<file path="src/rtl/alu_pkg.sv">
// rtl/alu_pkg.sv - shared opcode/funct3 constants and ALU operation select for alu
package alu_pkg;

    localparam logic [6:0] OP_R      = 7'b0110011;
    localparam logic [6:0] OP_I      = 7'b0010011;
    localparam logic [6:0] OP_LOAD   = 7'b0000011;
    localparam logic [6:0] OP_STORE  = 7'b0100011;
    localparam logic [6:0] OP_BRANCH = 7'b1100011;
    localparam logic [6:0] OP_LUI    = 7'b0110111;

    // ALU funct3 group (R-type and I-type share it)
    localparam logic [2:0] F3_ADD  = 3'b000;
    localparam logic [2:0] F3_SLL  = 3'b001;
    localparam logic [2:0] F3_SLT  = 3'b010;
    localparam logic [2:0] F3_SLTU = 3'b011;
    localparam logic [2:0] F3_XOR  = 3'b100;
    localparam logic [2:0] F3_SR   = 3'b101;
    localparam logic [2:0] F3_OR   = 3'b110;
    localparam logic [2:0] F3_AND  = 3'b111;

    // Branch funct3 group
    localparam logic [2:0] F3_BEQ  = 3'b000;
    localparam logic [2:0] F3_BNE  = 3'b001;
    localparam logic [2:0] F3_BLT  = 3'b100;
    localparam logic [2:0] F3_BGE  = 3'b101;
    localparam logic [2:0] F3_BLTU = 3'b110;
    localparam logic [2:0] F3_BGEU = 3'b111;

    typedef enum logic [3:0] {
        ALU_NONE,
        ALU_ADD,
        ALU_SUB,
        ALU_SLL,
        ALU_SLT,
        ALU_SLTU,
        ALU_XOR,
        ALU_SRL,
        ALU_SRA,
        ALU_OR,
        ALU_AND,
        ALU_PASS_B
    } alu_op_e;

    // Map the shared funct3 group to an operation. alt is funct7[5];
    // allow_sub is cleared for I-type so that 000 is always ADDI.
    function automatic alu_op_e alu_decode(input logic [2:0] f3, input logic alt,
                                           input logic allow_sub);
        alu_op_e op;
        case (f3)
            F3_ADD:  op = (alt && allow_sub) ? ALU_SUB : ALU_ADD;
            F3_SLL:  op = ALU_SLL;
            F3_SLT:  op = ALU_SLT;
            F3_SLTU: op = ALU_SLTU;
            F3_XOR:  op = ALU_XOR;
            F3_SR:   op = alt ? ALU_SRA : ALU_SRL;
            F3_OR:   op = ALU_OR;
            default: op = ALU_AND;
        endcase
        return op;
    endfunction

endpackage

</file>
<file path="src/rtl/alu_branch_cmp.sv">
// rtl/alu_branch_cmp.sv - combinational branch condition evaluation on rs1/rs2
module alu_branch_cmp
    import alu_pkg::*;
(
    input  logic [31:0] reg1,
    input  logic [31:0] reg2,
    input  logic [2:0]  funct3,
    output logic        taken
);

    // Evaluate the branch condition; reserved encodings 010/011 never take
    always_comb begin
        taken = 1'b0;
        case (funct3)
            F3_BEQ:  taken = (reg1 == reg2);
            F3_BNE:  taken = (reg1 != reg2);
            F3_BLT:  taken = ($signed(reg1) <  $signed(reg2));
            F3_BGE:  taken = ($signed(reg1) >= $signed(reg2));
            F3_BLTU: taken = (reg1 <  reg2);
            F3_BGEU: taken = (reg1 >= reg2);
            default: taken = 1'b0;
        endcase
    end

endmodule

</file>
<file path="src/rtl/alu.sv">
// rtl/alu.sv - registered RV32I execute unit: ALU result, load/store address, branch flag
module alu
    import alu_pkg::*;
(
    input  logic        clk,
    input  logic        rst,
    input  logic        ALU_source,
    input  logic [6:0]  opcode,
    input  logic [2:0]  funct3,
    input  logic [6:0]  funct7,
    input  logic [31:0] reg1,
    input  logic [31:0] reg2,
    input  logic [31:0] immediate,
    output logic [31:0] read_address,
    output logic [31:0] write_address,
    output logic [31:0] result,
    output logic        branch
);

    alu_op_e     op;
    logic        use_imm;
    logic        is_load;
    logic        is_store;
    logic        is_branch;
    logic [31:0] operand_b;
    logic [4:0]  shamt;
    logic [31:0] alu_out;
    logic [31:0] mem_addr;
    logic        taken;

    // Only funct7[5] carries meaning for the supported instructions
    logic unused_funct7;
    assign unused_funct7 = ^{funct7[6], funct7[4:0]};

    // Decode opcode into an operation, operand-B source and output enables
    always_comb begin
        op        = ALU_NONE;
        use_imm   = ALU_source;
        is_load   = 1'b0;
        is_store  = 1'b0;
        is_branch = 1'b0;
        case (opcode)
            OP_R: begin
                use_imm = 1'b0;
                op      = alu_decode(funct3, funct7[5], 1'b1);
            end
            OP_I: begin
                use_imm = 1'b1;
                op      = alu_decode(funct3, funct7[5], 1'b0);
            end
            OP_LOAD:   is_load   = 1'b1;
            OP_STORE:  is_store  = 1'b1;
            OP_BRANCH: is_branch = 1'b1;
            OP_LUI: begin
                use_imm = 1'b1;
                op      = ALU_PASS_B;
            end
            default: op = ALU_NONE;
        endcase
    end

    assign operand_b = use_imm ? immediate : reg2;
    assign shamt     = operand_b[4:0];
    assign mem_addr  = reg1 + immediate;

    // ALU datapath; every operation wraps modulo 2^32
    always_comb begin
        alu_out = 32'd0;
        case (op)
            ALU_ADD:    alu_out = reg1 + operand_b;
            ALU_SUB:    alu_out = reg1 - operand_b;
            ALU_SLL:    alu_out = reg1 << shamt;
            ALU_SLT:    alu_out = {31'd0, $signed(reg1) < $signed(operand_b)};
            ALU_SLTU:   alu_out = {31'd0, reg1 < operand_b};
            ALU_XOR:    alu_out = reg1 ^ operand_b;
            ALU_SRL:    alu_out = reg1 >> shamt;
            ALU_SRA:    alu_out = $unsigned($signed(reg1) >>> shamt);
            ALU_OR:     alu_out = reg1 | operand_b;
            ALU_AND:    alu_out = reg1 & operand_b;
            ALU_PASS_B: alu_out = operand_b;
            default:    alu_out = 32'd0;
        endcase
    end

    alu_branch_cmp u_branch_cmp (
        .reg1   (reg1),
        .reg2   (reg2),
        .funct3 (funct3),
        .taken  (taken)
    );

    // Single output register stage; unused outputs are cleared, never held
    always_ff @(posedge clk) begin
        if (rst) begin
            result        <= 32'd0;
            read_address  <= 32'd0;
            write_address <= 32'd0;
            branch        <= 1'b0;
        end else begin
            result        <= alu_out;
            read_address  <= is_load  ? mem_addr : 32'd0;
            write_address <= is_store ? mem_addr : 32'd0;
            branch        <= is_branch & taken;
        end
    end

endmodule

</file>
<file path="config.mk">
export PLATFORM = sky130hd
export DESIGN_NAME = alu
export DESIGN_NICKNAME = d
export VERILOG_FILES = /design/src/rtl/alu_pkg.sv /design/src/rtl/alu_branch_cmp.sv /design/src/rtl/alu.sv
export SDC_FILE = /design/constraint.sdc
export NUM_CORES = 1
export LEC_CHECK = 0
export ABC_AREA = 1
export BUFFER_PORTS_ARGS = -buffer_cell sky130_fd_sc_hd__buf_2
export CAP_MARGIN = 20
export CORE_MARGIN = 3
export CORE_UTILIZATION = 55
export DETAILED_ROUTE_END_ITERATION = 10
export GPL_TIMING_DRIVEN = 1
export PLACE_DENSITY = 0.77
export SETUP_SLACK_MARGIN = 0.5
export SLEW_MARGIN = 20
export SYNTH_ARGS = -nofsm -noshare
export SYNTH_HDL_FRONTEND = slang
export SYNTH_HIERARCHICAL = 1
export SYNTH_SLANG_ARGS = --single-unit
export TNS_END_PERCENT = 5
</file>
<file path="constraint.sdc">
create_clock -name clk -period 4.4 [get_ports clk]
set_input_delay 0.22 -clock clk [delete_from_list [all_inputs] [get_ports clk]]
set_output_delay 0.22 -clock clk [all_outputs]
set_load 0.03 [all_outputs]
</file>
==> results.tsv <==
stage	metric	value	unit
finish	n_fill_cell	2733	
global_routing	gr-total-overflow	0	
critical_path	cp_max_fo	49	
drt	drtAntennaViolNets	0	
power_and_ir_drop	p_comb_frac	0.528	
synthesis	synth_area_leaders	nand2_1, dfxtp_1, ha_1	
global_routing	track_usage	0.449	
critical_path	critPathLaunchType	input port	
cts	htreeDepth	3	
finish	nets	3136	
synthesis	netlist_area	15300	um^2
power_and_ir_drop	clkPwrFrac	0.241	
sta	worst_pin_slew	0.962	ns
cts	cts_buffers	9	
power_and_ir_drop	p_int	1.89	mW
status	outcome	finished clean	
power_and_ir_drop	sequentialPowerShare	0.231	
sta	hold_viol_final	0	
cts	ctsResizeCount	0	
cts	post_cts_buffers	0	
power_and_ir_drop	ir_worst_vdd	0.192	mV
critical_path	worst_ep_required_time	4.70	ns
global_routing	grt_antenna_before_repair	4	
sta	fmax	264	MHz
drt	drc	0	
power_and_ir_drop	swShare	0.505	
synthesis	ys_seq_area_frac	0.127	
synthesis	synth_commonest_cells	nand2_1, nand3_1, inv_1	
die	rows	60	
drt	viasPerCell	6.27	
drt	wire_per_inst	21.9	um
cts	cts.root.buffer_cell	clkbuf_16	
sta	min_period_over_period	0.860	
drt	dr.pass1.iters	7	
sta	finalCriticalPeriod	3.78	ns
cts	holdBufCountCts	0	
synthesis	yosysTopAreaCellShare	0.159	
synthesis	synth_edf_count	0	
die	die_width	173	um
min_path	hold_path_class	input port to register	
flow_run	cap_violations	0	
global_routing	grt_pass1_wl	106000	um
finish	drive_above_1_share	0.119	
synthesis	syn_nets	2982	
synthesis	synth_most_common_cell	nand2_1	
placement	dp_hpwl	57800	um
die	start_util	0.565	
synthesis	synth-seq-cells	97	
critical_path	worst-setup-path-type	input port to register	
power_and_ir_drop	p_sw	1.93	mW
drt	drt-initial-drc-count	2903	
drt	routed_wl	70900	um
die	die_y	173	um
die	core-area	27200	um^2
die	ios	213	
critical_path	cp-end-kind	register	
sta	rsz0062_at_grt	yes	
cts	clkSinkCount	97	
synthesis	async_flop_share	0	
sta	slew_violations	0	
synthesis	yosys.area.top_type	nand2_1	
power_and_ir_drop	power_density	226	nW/um^2
placement	gp_congestion	1.11	
critical_path	cp_data_arrival_time	4.09	ns
cts	clk_pin_slew	0.09	ns
synthesis	synth_area_per_cell	5.66	um^2
power_and_ir_drop	power.total	3.82	mW
synthesis	synth-main-ff-cell	dfxtp_1	
cts	clk_path_buf_depth	2	
synthesis	yosys_warnings	6	
sta	hold-worst-slack	0.0890	ns
sta	setup_viol	0	
finish	area_delta_synth_final	10.5	%
sta	slew_headroom	0.352	
drt	vias	20300	
synthesis	synthCells	2711	
global_routing	grt_max_degree	72	
placement	port_buffers	206	
sta	tns	0	ns
power_and_ir_drop	leakage	9.19	nW
synthesis	synth_cell_type_count	57	
die	die_area	29900	um^2
cts	cts_tree	yes	
global_routing	grt_pass1_vias	18800	
## flip-flops by register name (all words and copies together), names as in the netlist
signal         cells
branch             1
read_address      32
result            32
write_address     32
## per-layer routing
layer | GRT usage | wire length (um) | vias to the layer above
met4 | 0.295 | 5720 | 4
met5 | 0 | 13 | -
met1 | 0.552 | 26000 | 9138
met2 | 0.686 | 29600 | 1603
li1 | - | - | 9220
met3 | 0.123 | 9600 | 365
## logic make-up (layout without fill, tap and decap cells)
group / after synthesis / after routing / share of synthesized area
flops: 97 / 97 / 0.127
buf+inv: 482 / 641 / 0.128
other cells: 0 / 3 / 0
compound gates: 471 / 471 / 0.171
simple gates: 1464 / 1464 / 0.423
xor+xnor: 42 / 42 / 0.0240
fa+ha+maj: 155 / 155 / 0.127
## worst max-delay path: stages
cell       delay (ns)
buf_2            0.10
nand2_1          0.08
inv_1            0.06
nand2_1          0.15
nor2_4           0.07
nor2_8           0.21
nand2_4          0.17
buf_12           0.21
o21ai_0          0.77
inv_1            0.17
ha_1             0.35
inv_1            0.11
a21oi_1          0.21
o21ai_0          0.21
nand2_1          0.10
nand2_1          0.08
a2111oi_0        0.29
buf_4            0.19
nand2_1          0.05
nand2_1          0.06
nand3_1          0.06
a21oi_1          0.14
## placed cells by master (no fill, tap or decap), types with 4 or more instances in the layout
cell,count
nand3b_1,5
a221oi_1,5
nor2_1,300
nand2_2,20
inv_2,9
nand3_2,8
buf_4,34
xnor2_1,15
clkbuf_16,9
nand2_4,9
nand3_1,374
nor3_1,40
nor2_4,9
a21boi_0,6
buf_2,206
nor2_8,4
ha_1,153
o22ai_1,28
nor4_1,8
o211ai_1,22
a21o_1,5
dfxtp_1,97
o21a_1,8
a21oi_1,201
o2111ai_1,4
nand2_1,648
nand4_1,25
xor2_1,27
o21bai_1,5
inv_1,367
a31oi_1,10
nor2_2,5
o21ai_0,118
o21ai_1,43
## worst paths after layout
| kind | start | end | slack, ns | depth (start not counted) |
|---|---|---|---|---|
| worst max-delay path | opcode[1] | result[0]$_SDFF_PP0_ | 0.62 | 22 |
| worst min-delay path | opcode[4] | branch$_SDFF_PP0_ | 0.09 | 2 |
## stage by stage
| stage | std cells | cell area [um^2] | utilization | worst slack (ns) |
|---|---|---|---|---|
| finish | 3245 | 16900 | 0.624 | 0.616 |
| global placement | 3225 | 16600 | 0.611 | 0.476 |
| CTS | 3242 | 16900 | 0.623 | 0.694 |
| global route | 3243 | 16900 | 0.623 | 0.409 |
| detailed placement | 3226 | 16600 | 0.611 | 0.311 |
| floorplan | 2711 | 15300 | - | 0.980 |
## area by class of cell
class	count	area, um^2	area share
multi-input combinational	2132	11400	0.675
sequential	97	1940	0.115
inverter	383	1450	0.0856
timing repair buffer	242	1320	0.0777
tap	372	465	0.0275
clock buffer	9	225	0.0133
clock inverter	7	93.8	0.00554
antenna	3	7.51	0.000443
## power by group through the flow
stage	clock [mW]	sequential, mW	combinational [mW]
after floorplan	0	0.910	1.33
final	0.922	0.882	2.02
after detailed placement	0	0.902	1.92
after global placement	0	0.902	1.88
after global routing	0.945	0.882	2.18
after CTS	0.912	0.882	1.93
Note: power is estimated with default switching activity, not from simulation.
